File: config.mk
export PLATFORM = sky130hd
export DESIGN_NAME = mdu_param_unit
export DESIGN_NICKNAME = d
export VERILOG_FILES = /design/src/rtl/mdu_param_unit_pkg.sv /design/src/rtl/mdu_div_iter.sv /design/src/rtl/mdu_param_unit.sv
export SDC_FILE = /design/constraint.sdc
export NUM_CORES = 2
export LEC_CHECK = 0
export BUFFER_PORTS_ARGS = -buffer_cell sky130_fd_sc_hd__clkbuf_2
export CAP_MARGIN = 20
export CORE_AREA = 2 2 343 413
export CTS_CLUSTER_DIAMETER = 60
export DETAILED_ROUTE_END_ITERATION = 6
export DIE_AREA = 0 0 345 415
export GPL_TIMING_DRIVEN = 0
export MAX_ROUTING_LAYER = met4
export PLACE_DENSITY = 0.69
export SYNTH_ARGS = -nofsm -noshare
export SYNTH_HDL_FRONTEND = slang
export SYNTH_SLANG_ARGS = --single-unit
export TNS_END_PERCENT = 20
File: constraint.sdc
create_clock -name clk -period 15.6 [get_ports clk]
set_input_delay 3.12 -clock clk [delete_from_list [all_inputs] [get_ports clk]]
set_output_delay 3.12 -clock clk [all_outputs]
set_load 0.01 [all_outputs]
File: src/rtl/mdu_param_unit_pkg.sv
// ---------------------------------------------------------------------------
// mdu_param_unit_pkg
// Shared definitions for the multiply/divide unit: MDU opcodes (the same
// encoding the decoder emits), FSM state codes and small opcode classifiers.
// No ports; imported by mdu_param_unit and mdu_div_iter.
// ---------------------------------------------------------------------------
package mdu_param_unit_pkg;

    // MDU opcodes
    localparam logic [3:0] MDU_MULT  = 4'd0;
    localparam logic [3:0] MDU_MULTU = 4'd1;
    localparam logic [3:0] MDU_DIV   = 4'd2;
    localparam logic [3:0] MDU_DIVU  = 4'd3;
    localparam logic [3:0] MDU_MADD  = 4'd4;
    localparam logic [3:0] MDU_MADDU = 4'd5;
    localparam logic [3:0] MDU_MSUB  = 4'd6;
    localparam logic [3:0] MDU_MSUBU = 4'd7;
    localparam logic [3:0] MDU_MTHI  = 4'd8;
    localparam logic [3:0] MDU_MTLO  = 4'd9;

    // FSM state codes
    localparam logic [1:0] ST_IDLE = 2'd0;
    localparam logic [1:0] ST_MUL  = 2'd1;
    localparam logic [1:0] ST_DIV  = 2'd2;

    // Multiply-class ops: mult/multu/madd/maddu/msub/msubu
    function automatic logic is_mul_op(input logic [3:0] op);
        return (op == MDU_MULT) || (op == MDU_MULTU) ||
               (op == MDU_MADD) || (op == MDU_MADDU) ||
               (op == MDU_MSUB) || (op == MDU_MSUBU);
    endfunction

    // Divide-class ops: div/divu
    function automatic logic is_div_op(input logic [3:0] op);
        return (op == MDU_DIV) || (op == MDU_DIVU);
    endfunction

    // Ops whose operands are treated as two's complement in the multiplier
    function automatic logic is_signed_mul(input logic [3:0] op);
        return (op == MDU_MULT) || (op == MDU_MADD) || (op == MDU_MSUB);
    endfunction

endpackage

File: src/rtl/mdu_div_iter.sv
// ---------------------------------------------------------------------------
// mdu_div_iter
// Restoring radix-2 divider working on magnitudes, one quotient bit per step.
// Signs requested at load are applied to the outputs, so after WIDTH steps
// quotient/remainder are the final signed results.
// Ports:
//   clk, reset     clock, asynchronous active-low reset
//   load           capture magnitudes and sign flags, clear partial remainder
//   step           perform one restoring iteration
//   dividend_mag   |dividend|
//   divisor_mag    |divisor|
//   neg_q, neg_r   negate quotient / remainder on output
//   quotient       sign-fixed quotient
//   remainder      sign-fixed remainder
// ---------------------------------------------------------------------------
module mdu_div_iter
    import mdu_param_unit_pkg::*;
#(
    parameter int WIDTH = 32
) (
    input  logic             clk,
    input  logic             reset,
    input  logic             load,
    input  logic             step,
    input  logic [WIDTH-1:0] dividend_mag,
    input  logic [WIDTH-1:0] divisor_mag,
    input  logic             neg_q,
    input  logic             neg_r,
    output logic [WIDTH-1:0] quotient,
    output logic [WIDTH-1:0] remainder
);

    logic [WIDTH-1:0] rem_q;
    logic [WIDTH-1:0] quo_q;
    logic [WIDTH-1:0] dsr_q;
    logic             neg_q_q;
    logic             neg_r_q;
    logic [WIDTH:0]   trial;

    // The dividend is shifted out of the quotient register MSB first while
    // quotient bits enter at the bottom. Since the partial remainder is always
    // below the divisor, the top bit of the (WIDTH+1)-bit difference is a
    // clean borrow flag.
    assign trial = {rem_q, quo_q[WIDTH-1]} - {1'b0, dsr_q};

    always_ff @(posedge clk or negedge reset) begin
        if (!reset) begin
            rem_q   <= '0;
            quo_q   <= '0;
            dsr_q   <= '0;
            neg_q_q <= 1'b0;
            neg_r_q <= 1'b0;
        end else if (load) begin
            rem_q   <= '0;
            quo_q   <= dividend_mag;
            dsr_q   <= divisor_mag;
            neg_q_q <= neg_q;
            neg_r_q <= neg_r;
        end else if (step) begin
            if (!trial[WIDTH]) begin
                rem_q <= trial[WIDTH-1:0];
                quo_q <= {quo_q[WIDTH-2:0], 1'b1};
            end else begin
                rem_q <= {rem_q[WIDTH-2:0], quo_q[WIDTH-1]};
                quo_q <= {quo_q[WIDTH-2:0], 1'b0};
            end
        end
    end

    assign quotient  = neg_q_q ? (~quo_q + 1'b1) : quo_q;
    assign remainder = neg_r_q ? (~rem_q + 1'b1) : rem_q;

endmodule

File: src/rtl/mdu_param_unit.sv
// ---------------------------------------------------------------------------
// mdu_param_unit
// Parametrised multiply/divide unit with HI/LO for the E stage. Multiply-class
// ops stay busy MULT_LAT cycles, div/divu WIDTH+1 cycles (WIDTH iterations plus
// a sign-fixup cycle). mthi/mtlo write in one cycle. req aborts and blocks.
// Ports:
//   clk, reset   clock, asynchronous active-low reset
//   req          flush: abort in-flight op, block new ops and mthi/mtlo
//   op_valid     op carries a real MDU instruction
//   op           MDU opcode
//   in1, in2     rs / rt operands
//   start        op accepted this cycle (combinational)
//   busy         operation in flight
//   hi, lo       HI / LO registers
// ---------------------------------------------------------------------------
module mdu_param_unit
    import mdu_param_unit_pkg::*;
#(
    parameter int WIDTH    = 32,
    parameter int MULT_LAT = 5
) (
    input  logic             clk,
    input  logic             reset,
    input  logic             req,
    input  logic             op_valid,
    input  logic [3:0]       op,
    input  logic [WIDTH-1:0] in1,
    input  logic [WIDTH-1:0] in2,
    output logic             start,
    output logic             busy,
    output logic [WIDTH-1:0] hi,
    output logic [WIDTH-1:0] lo
);

    localparam int DIV_LAT = WIDTH + 1;
    localparam int MAX_LAT = (MULT_LAT > DIV_LAT) ? MULT_LAT : DIV_LAT;
    localparam int CNT_W   = $clog2(MAX_LAT + 1);
    localparam logic [CNT_W-1:0] MUL_LAST = CNT_W'(MULT_LAT);
    localparam logic [CNT_W-1:0] DIV_LAST = CNT_W'(DIV_LAT);
    localparam logic [CNT_W-1:0] DIV_STEPS = CNT_W'(WIDTH);

    logic [1:0]         state;
    logic [CNT_W-1:0]   cnt;
    logic [3:0]         op_q;
    logic [WIDTH-1:0]   a_q;
    logic [WIDTH-1:0]   b_q;
    logic               dz_q;

    logic [2*WIDTH-1:0] a_ext;
    logic [2*WIDTH-1:0] b_ext;
    logic [2*WIDTH-1:0] product;
    logic [2*WIDTH-1:0] mul_result;

    logic               div_signed;
    logic [WIDTH-1:0]   dividend_mag;
    logic [WIDTH-1:0]   divisor_mag;
    logic               div_step;
    logic [WIDTH-1:0]   quotient;
    logic [WIDTH-1:0]   remainder;

    assign busy  = (state != ST_IDLE);
    assign start = op_valid && (is_mul_op(op) || is_div_op(op)) && !busy && !req;

    // Sign- or zero-extending both operands to 2*WIDTH makes one unsigned
    // multiplier produce the correct signed product modulo 2^(2*WIDTH).
    always_comb begin
        a_ext = {{WIDTH{1'b0}}, a_q};
        b_ext = {{WIDTH{1'b0}}, b_q};
        if (is_signed_mul(op_q)) begin
            a_ext = {{WIDTH{a_q[WIDTH-1]}}, a_q};
            b_ext = {{WIDTH{b_q[WIDTH-1]}}, b_q};
        end
    end

    assign product = a_ext * b_ext;

    // Accumulating ops read {hi,lo} at the completion edge; it cannot change
    // while busy, so using the live registers is safe.
    always_comb begin
        mul_result = product;
        case (op_q)
            MDU_MADD, MDU_MADDU: mul_result = {hi, lo} + product;
            MDU_MSUB, MDU_MSUBU: mul_result = {hi, lo} - product;
            default:             mul_result = product;
        endcase
    end

    // Divider is fed magnitudes straight from the operand ports at accept.
    // Quotient is negative when signs differ; remainder follows the dividend.
    assign div_signed   = (op == MDU_DIV);
    assign dividend_mag = (div_signed && in1[WIDTH-1]) ? (~in1 + 1'b1) : in1;
    assign divisor_mag  = (div_signed && in2[WIDTH-1]) ? (~in2 + 1'b1) : in2;
    assign div_step     = (state == ST_DIV) && (cnt <= DIV_STEPS);

    mdu_div_iter #(
        .WIDTH(WIDTH)
    ) u_div (
        .clk          (clk),
        .reset        (reset),
        .load         (start && is_div_op(op)),
        .step         (div_step),
        .dividend_mag (dividend_mag),
        .divisor_mag  (divisor_mag),
        .neg_q        (div_signed && (in1[WIDTH-1] ^ in2[WIDTH-1])),
        .neg_r        (div_signed && in1[WIDTH-1]),
        .quotient     (quotient),
        .remainder    (remainder)
    );

    // Control FSM. cnt numbers the busy cycles from 1; the op completes on
    // the edge that ends its last busy cycle. req beats completion, so an
    // aborted op never writes hi/lo.
    always_ff @(posedge clk or negedge reset) begin
        if (!reset) begin
            state <= ST_IDLE;
            cnt   <= '0;
            op_q  <= '0;
            a_q   <= '0;
            b_q   <= '0;
            dz_q  <= 1'b0;
            hi    <= '0;
            lo    <= '0;
        end else begin
            case (state)
                ST_IDLE: begin
                    if (start) begin
                        op_q  <= op;
                        a_q   <= in1;
                        b_q   <= in2;
                        dz_q  <= (in2 == '0);
                        cnt   <= CNT_W'(1);
                        state <= is_div_op(op) ? ST_DIV : ST_MUL;
                    end else if (op_valid && !req) begin
                        if (op == MDU_MTHI) begin
                            hi <= in1;
                        end else if (op == MDU_MTLO) begin
                            lo <= in1;
                        end
                    end
                end
                ST_MUL: begin
                    if (req) begin
                        state <= ST_IDLE;
                    end else if (cnt == MUL_LAST) begin
                        {hi, lo} <= mul_result;
                        state    <= ST_IDLE;
                    end else begin
                        cnt <= cnt + 1'b1;
                    end
                end
                ST_DIV: begin
                    if (req) begin
                        state <= ST_IDLE;
                    end else if (cnt == DIV_LAST) begin
                        if (dz_q) begin
                            hi <= a_q;
                            lo <= '1;
                        end else begin
                            hi <= remainder;
                            lo <= quotient;
                        end
                        state <= ST_IDLE;
                    end else begin
                        cnt <= cnt + 1'b1;
                    end
                end
                default: state <= ST_IDLE;
            endcase
        end
    end

endmodule

==> results.ini <==
[finish]
n_fill_cell = 13355
drive_above_1_share_pct = 3.76
nNetsFinal = 10178
syn2layout_area_growth_pct = 6.81

[setup_path]
cpPeakStageDelay_ns = 0.93
crit_type = register to register
cp_max_fo = 10
rr_worst_depth = 47
crit_arrival_ns = 15.91
endpoint_kind = register
worstPathRequired_ns = 16.14
startpoint_type = register
slowest_stage = clkbuf_1

[detailed_routing]
wl_per_cell_um = 32.6
drtPass1Iterations = 6
vias = 61245
drtAntennaViolNets = 0
drc = 0
routed_wl_um = 330000
drt_iter0_drc = 6400
drt-vias-per-instance = 6.04

[yosys]
yosys.area.top_type_share_pct = 41.2
synth-edff-count = 0
synthTopCellsByArea = fa_1 (41%), inv_1 (9.0%), dfrtp_1 (8.6%)
synth.ff_latch_count = 239
synth_nets = 9979
seq_area_frac_synth_pct = 8.64
netlist.top_cell.by_area = fa_1
ys_warn_count = 0
synthFlopType = dfrtp_1
avgSynthCellArea_um2 = 8.57
synthDistinctLibCells = 101
synthArstFlopShare_pct = 100
netlist_area_mm2 = 0.0692
synthCells = 8072

[timing]
maxSlewViolCount = 0
hold_slack_ns = 0.488
fin_crit_ns = 15.36
rsz0062_at_grt = yes
max_slew_margin_pct = 11.9
tightestPinTransition_ns = 1.32
fin_skew_ns = 0.0601
hold_viol = 0
fmax_ghz = 0.0651
setup_viol_count_final = 0
finalCritPeriodShare_pct = 98.5

[clock_network]
clk_pin_slew_ns = 0.07
cts_tree = built
htree_levels = 1
clk_latency_ns = 0.67
post-cts-setup-buffers = 0
ctsRootBufferMaster = clkbuf_16
hold_buffers = 0
clock_path_buffers = 3
cts_buffers = 30
clkSinkCount = 239

[floorplan]
die_x_um = 345
die-area_mm2 = 0.143
io_pins = 138
rows = 150
start_util_pct = 49.8
die_h_um = 415
coreArea_mm2 = 0.139

[worst_hold_path]
worstHoldPathType = register to register
holdPathStages = 2

[global_route]
grt_overflow = 0
antenna_found_initial = 25
grt_pass1_wl_um = 469000
grt_max_degree = 105
grt.total_usage_pct = 48.0
grt_pass1_vias = 64689

[place]
port_buffers = 133
place.gp.congestion = 1.13
hpwl_um = 281000

[run_status]
status = completed

[run]
cap_violations = 0

==> sequential cells by signal, indices dropped and copies added, names as in the netlist, 2 cells and up <==
register / flops
cnt: 6
lo: 32
state: 2
a_q: 32
u_div.quo_q: 32
hi: 32
op_q: 4
u_div.rem_q: 32
u_div.dsr_q: 32
b_q: 32
==> cells in the final DEF (no fill, tap or decap), drive strengths merged, types with 11 or more instances in the layout <==
cell and instances:
nor4 25, fa 1426, nand2b 31, o31ai 82, nand2 1333, or3 42
o41ai 21, diode 21, nor2 273, buf 61, a31o 13, inv 1663
a31oi 65, dfrtp 239, nand3b 14, clkbuf 569, a21boi 13, nor2b 32
and2 352, or4 16, a21o 98, a311oi 15, nand3 65, a211oi 37
or2 19, mux2i 31, a221oi 11, and3 48, o21a 34, a211o 16
xor2 137, a21oi 279, ha 409, xnor2 219, clkinv 11, o21ai 325
o21bai 16, o211ai 34, nand4 24, nor3 70
==> kinds of logic (layout without fill, tap and decap cells) <==
logic type,after synthesis,count (layout),share of synthesized area [%]
compound gates,1141,1141,10.6
fa+ha+maj,1838,1838,48.7
flops,239,239,8.64
other cells,0,21,0
mux,31,31,0.448
buf+inv,2094,2317,11.4
simple gates,2372,2372,15.7
xor+xnor,357,357,4.56
==> layer usage <==
layer,vias up,part of all wire [%],track usage (%)
met2,3803,45,73.7
met3,1291,9.5,10.5
li1,25240,-,-
met1,30911,34,52.3
met4,0,12,43.8
met5,-,0,-
==> path summary, 6_finish.rpt <==
path                                  from              end  slack (ns)
max                                 a_q[5]           hi[29]        0.24
min                        u_div.dsr_q[13]  u_div.dsr_q[13]        0.49
max reg2reg                         a_q[5]           hi[29]        0.24
min reg2reg                u_div.dsr_q[13]  u_div.dsr_q[13]        0.49
max in group asynchronous            reset          b_q[16]       11.70
min in group asynchronous            reset            lo[1]        2.52
==> repair_timing <==
item / in CTS / in global routing
endpoints found under the hold margin: 0 / 0
gates resized for setup: 3 / 19
setup endpoints to repair: 8 / 9
==> critical path, delay by kind of cell, from the launching register on <==
family / cells / cell delay (ns)
compound gates: 15 / 4.31
simple gates: 6 / 1.24
flops: 1 / 0.77
xor+xnor: 1 / 0.25
mux: 1 / 0.40
buf+inv: 12 / 2.97
fa+ha+maj: 12 / 5.31
==> synth_stat cells, types with 15 or more instances <==
cell	instances
inv_1	1662
fa_1	1426
nand2_1	1332
ha_1	409
clkbuf_1	406
and2_1	351
o21ai_0	308
a21oi_1	278
nor2_1	272
dfrtp_1	239
xnor2_1	217
xor2_1	137
a21o_1	98
o31ai_1	81
nor3_1	70
nand3_1	65
a31oi_1	64
and3_1	48
or3_1	42
a211oi_1	36
o21a_1	34
o211ai_1	32
mux2i_1	31
nand2b_1	31
nor2b_1	31
nand4_1	24
o41ai_1	21
buf_1	18
nor4_1	18
or2_2	17
a211o_1	16
o21bai_1	16
a311oi_1	15
o21ai_1	15
or4_1	15
==> area by class of cell <==
cell class	instances	area (µm²)	share of cell area (%)
Multi-Input combinational cell	5739	55400	75.0
Inverter	1662	6240	8.44
Sequential cell	239	5980	8.09
Tap cell	1824	2280	3.09
Buffer	429	1650	2.23
Timing Repair Buffer	170	1210	1.64
Clock buffer	32	768	1.04
Clock inverter	24	333	0.450
Antenna cell	21	52.6	0.0711
==> per-stage QoR <==
| stage | setup slack (ns) | cell area (µm²) | setup TNS [ns] | util (%) | instances |
|---|---|---|---|---|---|
| after floorplan | 3.34 | 69200 | 0 | - | 8072 |
| after global placement | -1.60 | 72200 | -12.50 | 52.0 | 10029 |
| after detailed placement | -0.278 | 72600 | -0.848 | 52.3 | 10057 |
| after CTS | 0.195 | 73700 | 0 | 53.1 | 10113 |
| after global routing | -0.0732 | 73900 | -0.0732 | 53.2 | 10133 |
| final | 0.238 | 73900 | 0 | 53.2 | 10140 |
Power is left out: the tool's default activity adds up to more than one toggle a clock period on the data nets, which glitch-free logic cannot reach.
